File: src/rtl/overcooked_pkg.sv
// Shared dish codes, serving-space states and frame-count defaults.
// Pure declarations; no logic, no latency.
package overcooked_pkg;

  typedef logic [3:0] dish_t;
  localparam dish_t DISH_NONE = 4'd0;

  typedef enum logic {
    SPACE_EMPTY = 1'b0,
    SPACE_HELD  = 1'b1
  } space_state_t;

  localparam int AGE_W             = 9;
  localparam int REJECT_FRAMES_DEF = 300;
  localparam int RETURN_FRAMES_DEF = 180;
  localparam int MAX_DIRTY_DEF     = 4;

endpackage

File: src/rtl/serving_counter_if.sv
// Serving-window bus: player drops, checker view and clears, frame timing, plate station.
// master = players/checker/frame source side, slave = serving_counter.
interface serving_counter_if;
  import overcooked_pkg::*;

  logic             vsync;
  logic             timer_go;
  logic [1:0]       place_valid;
  logic [1:0]       place_space;
  dish_t [1:0]      place_item;
  logic [1:0]       place_ack;
  logic [1:0]       place_nack;
  dish_t [1:0]      check_spaces;
  logic             clear_space0;
  logic             clear_space1;
  logic [1:0]       reject_pulse;
  logic             take_dirty;
  logic             dirty_ack;
  logic [2:0]       dirty_plates;

  modport master (
    output vsync, timer_go, place_valid, place_space, place_item,
           clear_space0, clear_space1, take_dirty,
    input  place_ack, place_nack, check_spaces, reject_pulse, dirty_ack, dirty_plates
  );

  modport slave (
    input  vsync, timer_go, place_valid, place_space, place_item,
           clear_space0, clear_space1, take_dirty,
    output place_ack, place_nack, check_spaces, reject_pulse, dirty_ack, dirty_plates
  );

endinterface

File: src/rtl/serving_space.sv
// One serving space: EMPTY/HELD FSM, dish register, age timeout and dirty-plate return timer.
// Item and reject pulse are registered (1 cycle); credit is combinational for the accumulator.
module serving_space
  import overcooked_pkg::*;
#(
  parameter int REJECT_FRAMES = REJECT_FRAMES_DEF,
  parameter int RETURN_FRAMES = RETURN_FRAMES_DEF
) (
  input  logic  clock,
  input  logic  reset,
  input  logic  tick_en,
  input  logic  load,
  input  dish_t load_item,
  input  logic  clear,
  output dish_t item,
  output logic  held,
  output logic  reject_pulse,
  output logic  credit
);

  localparam logic [AGE_W-1:0] REJ_LIM  = AGE_W'(REJECT_FRAMES - 1);
  localparam logic [AGE_W-1:0] RET_LOAD = AGE_W'(RETURN_FRAMES);

  space_state_t     state;
  logic [AGE_W-1:0] age;
  logic [AGE_W-1:0] ret_timer;
  logic             serve;

  assign held  = (state == SPACE_HELD);
  assign serve = held && clear;
  // A serve while a plate is still in flight hands that plate back now instead of losing it.
  assign credit = serve ? (ret_timer != '0) : (tick_en && ret_timer == AGE_W'(1));

  always_ff @(posedge clock) begin
    if (reset) begin
      state        <= SPACE_EMPTY;
      item         <= DISH_NONE;
      age          <= '0;
      ret_timer    <= '0;
      reject_pulse <= 1'b0;
    end else begin
      reject_pulse <= 1'b0;
      case (state)
        SPACE_EMPTY: begin
          if (load) begin
            state <= SPACE_HELD;
            item  <= load_item;
            age   <= '0;
          end
        end
        SPACE_HELD: begin
          if (clear) begin
            state <= SPACE_EMPTY;
            item  <= DISH_NONE;
            age   <= '0;
          end else if (tick_en) begin
            if (age >= REJ_LIM) begin
              state        <= SPACE_EMPTY;
              item         <= DISH_NONE;
              age          <= '0;
              reject_pulse <= 1'b1;
            end else begin
              age <= age + AGE_W'(1);
            end
          end
        end
      endcase

      if (serve) begin
        ret_timer <= RET_LOAD;
      end else if (tick_en && ret_timer != '0) begin
        ret_timer <= ret_timer - AGE_W'(1);
      end
    end
  end

endmodule

File: src/rtl/serving_counter.sv
// Serving window: arbitrates two players onto two spaces, detects frame ticks, counts dirty plates.
// Acks/nacks, dish view and plate count update 1 cycle after the request; refused drops are nacked, never stalled.
module serving_counter
  import overcooked_pkg::*;
#(
  parameter int REJECT_FRAMES = REJECT_FRAMES_DEF,
  parameter int RETURN_FRAMES = RETURN_FRAMES_DEF,
  parameter int MAX_DIRTY     = MAX_DIRTY_DEF
) (
  input  logic              clock,
  input  logic              reset,
  serving_counter_if.slave  bus
);

  localparam logic [2:0] MAX_D = 3'(MAX_DIRTY);

  logic        vsync_q;
  logic        tick_en;
  logic [1:0]  acc;
  logic [1:0]  load;
  dish_t [1:0] load_item;
  dish_t [1:0] item;
  logic [1:0]  held;
  logic [1:0]  credit;
  logic [1:0]  clear;
  logic [1:0]  reject;
  logic [1:0]  ack_q;
  logic [1:0]  nack_q;
  logic [2:0]  dirty;
  logic        dirty_ack_q;
  logic        take_ok;
  logic [3:0]  dirty_sum;
  logic [2:0]  dirty_next;

  assign tick_en = bus.vsync & ~vsync_q & bus.timer_go;
  assign clear   = {bus.clear_space1, bus.clear_space0};

  // Player 0 wins a contested empty space; a space being cleared is still HELD, so its drop is refused.
  always_comb begin
    acc       = '0;
    load      = '0;
    load_item = '0;
    acc[0] = bus.place_valid[0] && (bus.place_item[0] != DISH_NONE) && !held[bus.place_space[0]];
    acc[1] = bus.place_valid[1] && (bus.place_item[1] != DISH_NONE) && !held[bus.place_space[1]]
             && !(acc[0] && bus.place_space[0] == bus.place_space[1]);
    for (int p = 0; p < 2; p++) begin
      if (acc[p]) begin
        load[bus.place_space[p]]      = 1'b1;
        load_item[bus.place_space[p]] = bus.place_item[p];
      end
    end
  end

  for (genvar s = 0; s < 2; s++) begin : g_space
    serving_space #(
      .REJECT_FRAMES (REJECT_FRAMES),
      .RETURN_FRAMES (RETURN_FRAMES)
    ) u_space (
      .clock        (clock),
      .reset        (reset),
      .tick_en      (tick_en),
      .load         (load[s]),
      .load_item    (load_item[s]),
      .clear        (clear[s]),
      .item         (item[s]),
      .held         (held[s]),
      .reject_pulse (reject[s]),
      .credit       (credit[s])
    );
  end

  always_comb begin
    take_ok    = bus.take_dirty && (dirty != 3'd0);
    dirty_sum  = {1'b0, dirty} + {3'b0, credit[0]} + {3'b0, credit[1]} - {3'b0, take_ok};
    dirty_next = (dirty_sum > {1'b0, MAX_D}) ? MAX_D : dirty_sum[2:0];
  end

  always_ff @(posedge clock) begin
    if (reset) begin
      vsync_q     <= 1'b0;
      ack_q       <= '0;
      nack_q      <= '0;
      dirty       <= '0;
      dirty_ack_q <= 1'b0;
    end else begin
      vsync_q     <= bus.vsync;
      ack_q       <= acc;
      nack_q      <= bus.place_valid & ~acc;
      dirty       <= dirty_next;
      dirty_ack_q <= take_ok;
    end
  end

  assign bus.place_ack    = ack_q;
  assign bus.place_nack   = nack_q;
  assign bus.check_spaces = item;
  assign bus.reject_pulse = reject;
  assign bus.dirty_ack    = dirty_ack_q;
  assign bus.dirty_plates = dirty;

endmodule

File: src/flat_wrapper.sv
// flat-port wrapper written by rule: the top's interface ports become plain ports
module serving_counter_flat import overcooked_pkg::*;
#(
  parameter int REJECT_FRAMES = REJECT_FRAMES_DEF,
  parameter int RETURN_FRAMES = RETURN_FRAMES_DEF,
  parameter int MAX_DIRTY     = MAX_DIRTY_DEF
)
  (clock, reset, bus_vsync, bus_timer_go, bus_place_valid, bus_place_space, bus_place_item, bus_clear_space0, bus_clear_space1, bus_take_dirty, bus_place_ack, bus_place_nack, bus_check_spaces, bus_reject_pulse, bus_dirty_ack, bus_dirty_plates);
  serving_counter_if bus_i ();
  input  logic clock;
  input  logic reset;
  input wire logic [$bits(bus_i.vsync)-1:0] bus_vsync;
  input wire logic [$bits(bus_i.timer_go)-1:0] bus_timer_go;
  input wire logic [$bits(bus_i.place_valid)-1:0] bus_place_valid;
  input wire logic [$bits(bus_i.place_space)-1:0] bus_place_space;
  input wire logic [$bits(bus_i.place_item)-1:0] bus_place_item;
  input wire logic [$bits(bus_i.clear_space0)-1:0] bus_clear_space0;
  input wire logic [$bits(bus_i.clear_space1)-1:0] bus_clear_space1;
  input wire logic [$bits(bus_i.take_dirty)-1:0] bus_take_dirty;
  output wire logic [$bits(bus_i.place_ack)-1:0] bus_place_ack;
  output wire logic [$bits(bus_i.place_nack)-1:0] bus_place_nack;
  output wire logic [$bits(bus_i.check_spaces)-1:0] bus_check_spaces;
  output wire logic [$bits(bus_i.reject_pulse)-1:0] bus_reject_pulse;
  output wire logic [$bits(bus_i.dirty_ack)-1:0] bus_dirty_ack;
  output wire logic [$bits(bus_i.dirty_plates)-1:0] bus_dirty_plates;
  assign bus_i.vsync = bus_vsync;
  assign bus_i.timer_go = bus_timer_go;
  assign bus_i.place_valid = bus_place_valid;
  assign bus_i.place_space = bus_place_space;
  assign bus_i.place_item = bus_place_item;
  assign bus_i.clear_space0 = bus_clear_space0;
  assign bus_i.clear_space1 = bus_clear_space1;
  assign bus_i.take_dirty = bus_take_dirty;
  assign bus_place_ack = bus_i.place_ack;
  assign bus_place_nack = bus_i.place_nack;
  assign bus_check_spaces = bus_i.check_spaces;
  assign bus_reject_pulse = bus_i.reject_pulse;
  assign bus_dirty_ack = bus_i.dirty_ack;
  assign bus_dirty_plates = bus_i.dirty_plates;
  serving_counter #(.REJECT_FRAMES(REJECT_FRAMES), .RETURN_FRAMES(RETURN_FRAMES), .MAX_DIRTY(MAX_DIRTY)) u_core (.clock(clock), .reset(reset), .bus(bus_i));
endmodule
File: config.mk
export PLATFORM = sky130hd
export DESIGN_NAME = serving_counter_flat
export DESIGN_NICKNAME = d
export VERILOG_FILES = /design/src/rtl/overcooked_pkg.sv /design/src/rtl/serving_counter_if.sv /design/src/rtl/serving_space.sv /design/src/rtl/serving_counter.sv /design/src/flat_wrapper.sv
export SDC_FILE = /design/constraint.sdc
export NUM_CORES = 1
export LEC_CHECK = 0
export CAP_MARGIN = 0
export CORE_MARGIN = 3
export CORE_UTILIZATION = 49
export CTS_CLUSTER_DIAMETER = 150
export DETAILED_ROUTE_END_ITERATION = 7
export GPL_ROUTABILITY_DRIVEN = 0
export HOLD_SLACK_MARGIN = 0.1
export MAX_ROUTING_LAYER = met4
export PLACE_DENSITY = 0.77
export SETUP_SLACK_MARGIN = 0.4
export SLEW_MARGIN = 10
export SYNTH_ARGS = -nofsm -noshare
export SYNTH_HDL_FRONTEND = slang
export SYNTH_SLANG_ARGS = --single-unit
File: constraint.sdc
create_clock -name clock -period 2.6 [get_ports clock]
set_input_delay 0.52 -clock clock [delete_from_list [all_inputs] [get_ports clock]]
set_output_delay 0.52 -clock clock [all_outputs]
set_load 0.02 [all_outputs]
======== After elaboration in Yosys (flattened, before gate mapping) ========
Index checks and enable logic that the tools add are counted.
word-level totals
  input port bits ......................... 19
  register bits after elaboration ......... 57
  logic and storage cells ................. 141
operators by class
  reduce and logical (&&, ||, !) cells .... 34
  $lt $le $gt $ge ......................... 7
  $add $sub $neg .......................... 7
  eq/ne operators ......................... 9
  muxes and demuxes ....................... 56
  bitwise operators ....................... 10
operator list
  kind                                                        count
  two-way mux 9 bit                                           8
  two-way mux 8 bit                                           6
  two-way mux 4 bit                                           10
  case mux 9 bit (2 select lines)                             2
  adder 9 x 1 -> 9 bit, second input constant                 2
  equality test 9 x 1 -> 1 bit, second input constant         2
  >= comparator 9 bit, second input constant                  2
  two-way mux 1 bit                                           18
  nonzero test 9 bit                                          2
  subtractor 9 x 1 -> 9 bit, second input constant            2
  case mux 4 bit (2 select lines)                             2
  logical AND 1 bit                                           15
  inequality test 3 x 2 -> 1 bit, second input constant       3
  AND 8 bit                                                   1
  bitwise mux 8 bit                                           1
  demux 4 bit (select 1 bit)                                  2
  nonzero test 4 bit                                          2
  OR reduction 4 bit                                          2
  AND reduction 3 bit                                         2
  OR reduction 2 bit                                          3
  adder 3 x 1 -> 4 bit                                        1
  adder 4 x 1 -> 4 bit                                        1
  > comparator 4 x 3 -> 1 bit, second input constant          1
  less-than comparator 1 x 2 -> 1 bit, second input constant  2
  18 further kinds                                            31

======== Longest topological paths before layout ========
Gate-level depths: netlist of run 1.
  word-level depth ........................ 10
  gate-level depth with buffers ........... 11
  depth with buffers taken out ............ 11

======== Hierarchy ========
From an unflattened synthesis of run 1, not the netlist that was laid out.
unflattened totals
  cells, all modules ...................... 401
  area total of the unflattened synthesis .. 3440.8 um^2
by module, submodules not included
  module                                     times used  area each (um^2)  cells an instance
  serving_space (u_core.g_space[0].u_space)  1           1440.1            165
  serving_space (u_core.g_space[1].u_space)  1           1312.5            161
  serving_counter                            1           688.2             75

======== Least setup slack after synthesis of run 1 ========
No wires, ideal clock.
  path kind ............................... input -> register
  from .................................... input port bus_timer_go
  to ...................................... register u_core.dirty[2] (netlist: u_core.bus.dirty_plates[2])
  path slack .............................. -0.107 ns
  cell stages on the path ................. 11
  setup time .............................. 0.060 ns
  arrival time ............................ 2.647 ns
  data required time ...................... 2.540 ns
  buffers on the path ..................... 2
  cells stage by stage .................... and3b_1 -> clkbuf_1 -> clkbuf_1 -> a41oi_1 -> ha_1 -> fa_1 -> inv_1 -> fa_1 -> and2_1 -> a31oi_1 -> and2_1
on the way
  cells in the longest elaborated chain, start to end .. 8
RTL lines
  what                         line                   source
  start: declaration           flat_wrapper.sv:13     input wire logic [$bits(bus_i.timer_go)-1:0] bus_timer_go;
  AND 1 bit *                  serving_counter.sv:35  assign tick_en = bus.vsync & ~vsync_q & bus.timer_go;
  logical AND 1 bit            serving_space.sv:32    assign credit = serve ? (ret_timer != '0) : (tick_en && ret_timer == AGE_W'(1));
  two-way mux 1 bit            serving_space.sv:32
  adder 3 x 1 -> 4 bit         serving_counter.sv:74  dirty_sum = {1'b0, dirty} + {3'b0, credit[0]} + {3'b0, credit[1]} - {3'b0, take_ok};
  adder 4 x 1 -> 4 bit *       serving_counter.sv:74
  subtractor 4 x 1 -> 4 bit *  serving_counter.sv:74
  > comparator 4 x 3 -> 1 bit  serving_counter.sv:75  dirty_next = (dirty_sum > {1'b0, MAX_D}) ? MAX_D : dirty_sum[2:0];
  two-way mux 3 bit *          serving_counter.sv:75
  end signal: assignment       serving_counter.sv:89  dirty <= dirty_next;
  end: declaration             serving_counter.sv:29  logic [2:0] dirty;
Mark *: on every way between the ends. The rest lies on a longest branch, timed or not.
A chain may end at the register's enable or synchronous reset.

======== Final worst setup path of run 1 ========
  from .................................... register u_core.g_space[0].u_space.ret_timer[7]
  to ...................................... register u_core.dirty[2] (netlist: u_core.bus.dirty_plates[2])
on the way
  cells in the longest elaborated chain, start to end .. 8
RTL lines
  what                          line                   source
  start: declaration            serving_space.sv:26    logic [AGE_W-1:0] ret_timer;
  start signal: assignment      serving_space.sv:72    ret_timer <= ret_timer - AGE_W'(1);
  equality test 9 x 1 -> 1 bit  serving_space.sv:32
  logical AND 1 bit             serving_space.sv:32
  two-way mux 1 bit *           serving_space.sv:32
  adder 3 x 1 -> 4 bit *        serving_counter.sv:74
  adder 4 x 1 -> 4 bit *        serving_counter.sv:74
  subtractor 4 x 1 -> 4 bit *   serving_counter.sv:74
  > comparator 4 x 3 -> 1 bit   serving_counter.sv:75
  two-way mux 3 bit *           serving_counter.sv:75
Marks and branches as above.

==> metrics.log, run 1 <==
[metrics] outcome: complete, but fails checks
[metrics] failing checks: setup timing
[metrics] die area: 7690 um^2
[metrics] ANT cells: 0
[metrics] final number of hold-violating endpoints: 0
[metrics] max-cap viol count: 0
[metrics] via count of the first global-routing pass: 3160
[metrics] final cell area excluding filler cells: 4470 um^2
[metrics] Final Skew: 0.00747 ns
[metrics] total number of yosys warnings: 0
[metrics] Distinct cells, synth: 60
[metrics] Post-Synthesis Cells: 382
[metrics] data required time at the worst endpoint: 2.84 ns
[metrics] Initial DRT Pass Iterations: 4
[metrics] total of endpoints with negative setup slack in the final report: 3
[metrics] Int Pwr: 1.95 mW
[metrics] total via count in the routed design: 3415
[metrics] power share of the clock group: 28.3%
[metrics] summed instance area of the synthesized netlist: 3270 um^2
[metrics] RSZ-0062 raised after global routing: yes
[metrics] terminating pin of the worst hold path: u_core.g_space[1].u_space.item[1]
[metrics] standard-cell rows: 29
[metrics] antenna violations before repair: 0
[metrics] most used flip-flop cell after synthesis: dfxtp_1
[metrics] Layout Cells excl Fill: 549
[metrics] count of input and output buffers: 36
[metrics] leakage: 1.68 nW
[metrics] post-route clock period utilization: 104%
[metrics] worst rel slew slack: 67.6%
[metrics] number of placed instances, taps included: 528
[metrics] setup total negative slack: -0.223 ns
[metrics] DRC violations left: 0
[metrics] leading area contributor after synthesis: dfxtp_1
[metrics] cts-stage hold buffer count: 0
[metrics] number of nets still failing antenna checks after routing: 0
[metrics] CTS tree: yes
[metrics] die outline height: 87.7 um
[metrics] Max H-tree Level: 3
[metrics] power share of the sequential group: 35.2%
[metrics] first-pass GRT wire length: 14500 um
[metrics] placed wire-length estimate: 6030 um
[metrics] CORE AREA: 6420 um^2
[metrics] average size of a mapped cell: 8.56 um^2
[metrics] width of the die: 87.7 um
[metrics] number of pins exceeding their max-slew limit in the final report: 0
[metrics] I/O pins: 37
[metrics] worst vdd rail ir drop: 0.526 mV
[metrics] cell area after placement: 4090 um^2
[metrics] startpoint of the most critical hold path: u_core.g_space[1].u_space.item[1]
[metrics] class of the tightest hold or removal check: flip-flop to flip-flop
[metrics] Clk Latency, worst-skew pair: 0.35 ns
[metrics] async set-or-reset flop fraction in the synthesized netlist: 0%
[metrics] data arrival time of the critical path: 2.93 ns
[metrics] synthesized net count: 414
[metrics] clock edge transition at the registers on the reported setup and hold paths: 0.06 ns
[metrics] Hold WS: 0.472 ns
[metrics] global routing usage summed across all routing layers: 24.3%
[metrics] number of flops mapped to enable cells by yosys: 0
[metrics] number of synthesized register bits: 57
[metrics] logic gate share of total power: 36.5%
[metrics] leftover overflow at the end of global routing: 0
[metrics] Sw Ratio: 32.5%
[metrics] Longest Clk Path Bufs: 2
[metrics] drt initial violations: 201
[metrics] Num CTS Buffers: 9
[metrics] leading cell types by total area after synthesis: dfxtp_1 35%, o211ai_1 5.1%, ha_1 4.2%, nand3_1 3.1%, a221oi_1 2.7%
[metrics] buffer cell driving the clock tree root: clkbuf_8
[metrics] cell with the most instances after synthesis: dfxtp_1
[metrics] worst-case register-to-register setup slack: -0.09 ns
[metrics] timing-limited maximum frequency: 371 MHz
[metrics] starting density of the core: 50.9%
[metrics] sequential share of the synthesized area: 34.9%
[metrics] Reg2Reg Capture Point: u_core.bus.dirty_plates[2]
[metrics] net switching component of the power: 0.939 mW
[metrics] area share of the largest cell type after synthesis: 34.9%
[metrics] FF-to-FF path depth: 11
[metrics] kind of end point of the critical path: flip-flop
[metrics] least setup slack across all paths after layout: -0.0931 ns
[metrics] CTS sink count: 57
[metrics] clock period minus worst slack: 2.69 ns
[metrics] commonest cells in the synthesized netlist: 57 x dfxtp_1, 23 x nand2_1, 22 x o211ai_1, 21 x nor2_1
[metrics] area added between synthesis and finish: 36.7%
[metrics] type of origin of the critical path: flip-flop
[metrics] total detailed-routing wirelength: 8830 um
[metrics] total power density per cell area: 647 nW/um^2
[metrics] transition time at the pin with the least slew margin: 0.483 ns
[metrics] critical path class: flip-flop to flip-flop
[metrics] fill cell count: 489
[metrics] share of layout cells above drive strength 1: 24.2%
[metrics] vias per cell: 6.22
[metrics] Crit Path Max Fanout: 3
[metrics] pin count of the biggest net entering global routing: 28
[metrics] nets@finish: 499
[metrics] source of the worst register-to-register timing path: u_core.g_space[0].u_space.ret_timer[7]
[metrics] wire per inst: 16.1 um
[metrics] number of instances on the worst hold path: 2
[worst max-delay path, cell delays in order (launching register included)]
cell and delay (ns):
dfxtp_2 0.32, or4_4 0.56, nor2_4 0.13, a21oi_2 0.08, a41oi_2 0.19, ha_4 0.23, fa_2 0.37, inv_2 0.08
fa_2 0.20, and2_4 0.14, a31oi_2 0.10, and2_1 0.19
[area by class of cell]
| type | instances | area, um^2 | share of cell area (%) |
|---|---|---|---|
| Clock buffer | 13 | 149 | 3.33 |
| Clock inverter | 3 | 40.0 | 0.896 |
| Inverter | 19 | 71.3 | 1.60 |
| Multi-Input combinational cell | 281 | 2090 | 46.8 |
| Sequential cell | 57 | 1140 | 25.6 |
| Tap cell | 77 | 96.3 | 2.16 |
| Timing Repair Buffer | 99 | 878 | 19.7 |
[layer usage]
| metal | part of all wire, % | wire length (um) | track usage, % | up-vias |
|---|---|---|---|---|
| met4 | 1.2 | 105 | 9.48 | 0 |
| met1 | 44 | 3890 | 29.5 | 1641 |
| met5 | 0 | 0 | - | - |
| li1 | - | - | - | 1654 |
| met2 | 49 | 4350 | 40.3 | 112 |
| met3 | 5.5 | 484 | 3.76 | 8 |
[layout by cell type (no fill, tap or decap), types with 5 or more instances in the layout]
cell type        Yosys  final
ha_1                11      9
o211ai_1            22     22
nor3_1              13     11
o2111ai_1            6      6
dfxtp_1             57     56
o21ai_0             16     15
nand3_1             20     20
or2_2                5      5
nor3b_1              6      5
or3_1                5      5
a31oi_1             13     12
a21oi_1             13     11
and2_1               6      5
xnor2_1              5      5
nor2_1              21     20
clkdlybuf4s50_1      0     32
a211oi_1            10      9
a22oi_1              7      7
nand2_1             23     23
clkbuf_8             0     10
buf_4                2     57
a221oi_1            10      9
inv_1               19     17
[how the worst max path moves through the flow]
stage	from	end	slack [ns]	depth (start not counted)
after global routing	u_core.g_space[0].u_space.ret_timer[7]	u_core.bus.dirty_plates[0]	-0.18	11
after global placement	bus_clear_space0	u_core.bus.dirty_plates[2]	-0.27	11
after CTS	u_core.g_space[0].u_space.ret_timer[7]	u_core.bus.dirty_plates[2]	-0.06	11
after detailed placement	bus_vsync	u_core.bus.dirty_plates[2]	-0.33	10
final	u_core.g_space[0].u_space.ret_timer[7]	u_core.bus.dirty_plates[2]	-0.09	11
after floorplan	u_core.g_space[0].u_space.ret_timer[7]	u_core.bus.dirty_plates[2]	0.03	11
[through the flow]
step	worst slack [ns]	utilization (%)	total power [mW]
3_3_place_gp	-0.269	63.6	1.90
3_5_place_dp	-0.335	63.6	1.93
5_1_grt	-0.183	69.6	3.04
6_report	-0.0931	69.6	2.89
2_1_floorplan	0.0336	-	1.56
4_1_cts	-0.0635	68.4	2.85
[power by group through the flow]
stage / Combinational [mW] / Sequential [mW] / Clock [mW]
3_3_place_gp: 0.873 / 1.03 / 0
6_report: 1.06 / 1.02 / 0.818
3_5_place_dp: 0.900 / 1.03 / 0
4_1_cts: 1.01 / 1.01 / 0.828
2_1_floorplan: 0.494 / 1.07 / 0
5_1_grt: 1.15 / 1.02 / 0.860
[cell families after synthesis]
logic type,count (synthesis),share of synthesized area [%]
AOI/OAI and AO/OA,128,29.3
xor gates and xnor gates,5,1.34
adders and majority gates,13,5.44
buffers and inverters,44,5.59
DFF,57,34.9
muxes,3,0.957
and+or+nand+nor,132,22.4
[repair_timing]
| item | CTS | global route |
|---|---|---|
| setup endpoints to repair | 18 | 25 |
| resized for setup | 20 | 16 |
| buffers inserted | 1 | 3 |
| cloned | 1 | 0 |
| pin swaps | 2 | 11 |
[registers in the layout, indices dropped and copies added (netlist names)]
| register | cells |
|---|---|
| u_core.bus.dirty_ack | 1 |
| u_core.bus.place_nack | 2 |
| u_core.g_space.u_space.reject_pulse | 2 |
| u_core.g_space.u_space.item | 8 |
| u_core.vsync_q | 1 |
| u_core.bus.place_ack | 2 |
| u_core.g_space.u_space.ret_timer | 18 |
| u_core.g_space.u_space.held | 2 |
| u_core.bus.dirty_plates | 3 |
| u_core.g_space.u_space.age | 18 |
Note: power is estimated with default switching activity, not from simulation.
==> run 2, diff against run 1 <==
--- a/config.mk
+++ b/config.mk
@@ -5,7 +5,7 @@
 export SDC_FILE = /design/constraint.sdc
 export NUM_CORES = 1
 export LEC_CHECK = 0
-export CAP_MARGIN = 0
+export CAP_MARGIN = 20
 export CORE_MARGIN = 3
 export CORE_UTILIZATION = 49
 export CTS_CLUSTER_DIAMETER = 150
==> results of run 2 <==
Final layout, timing and power as in run 1 (identical DEF).
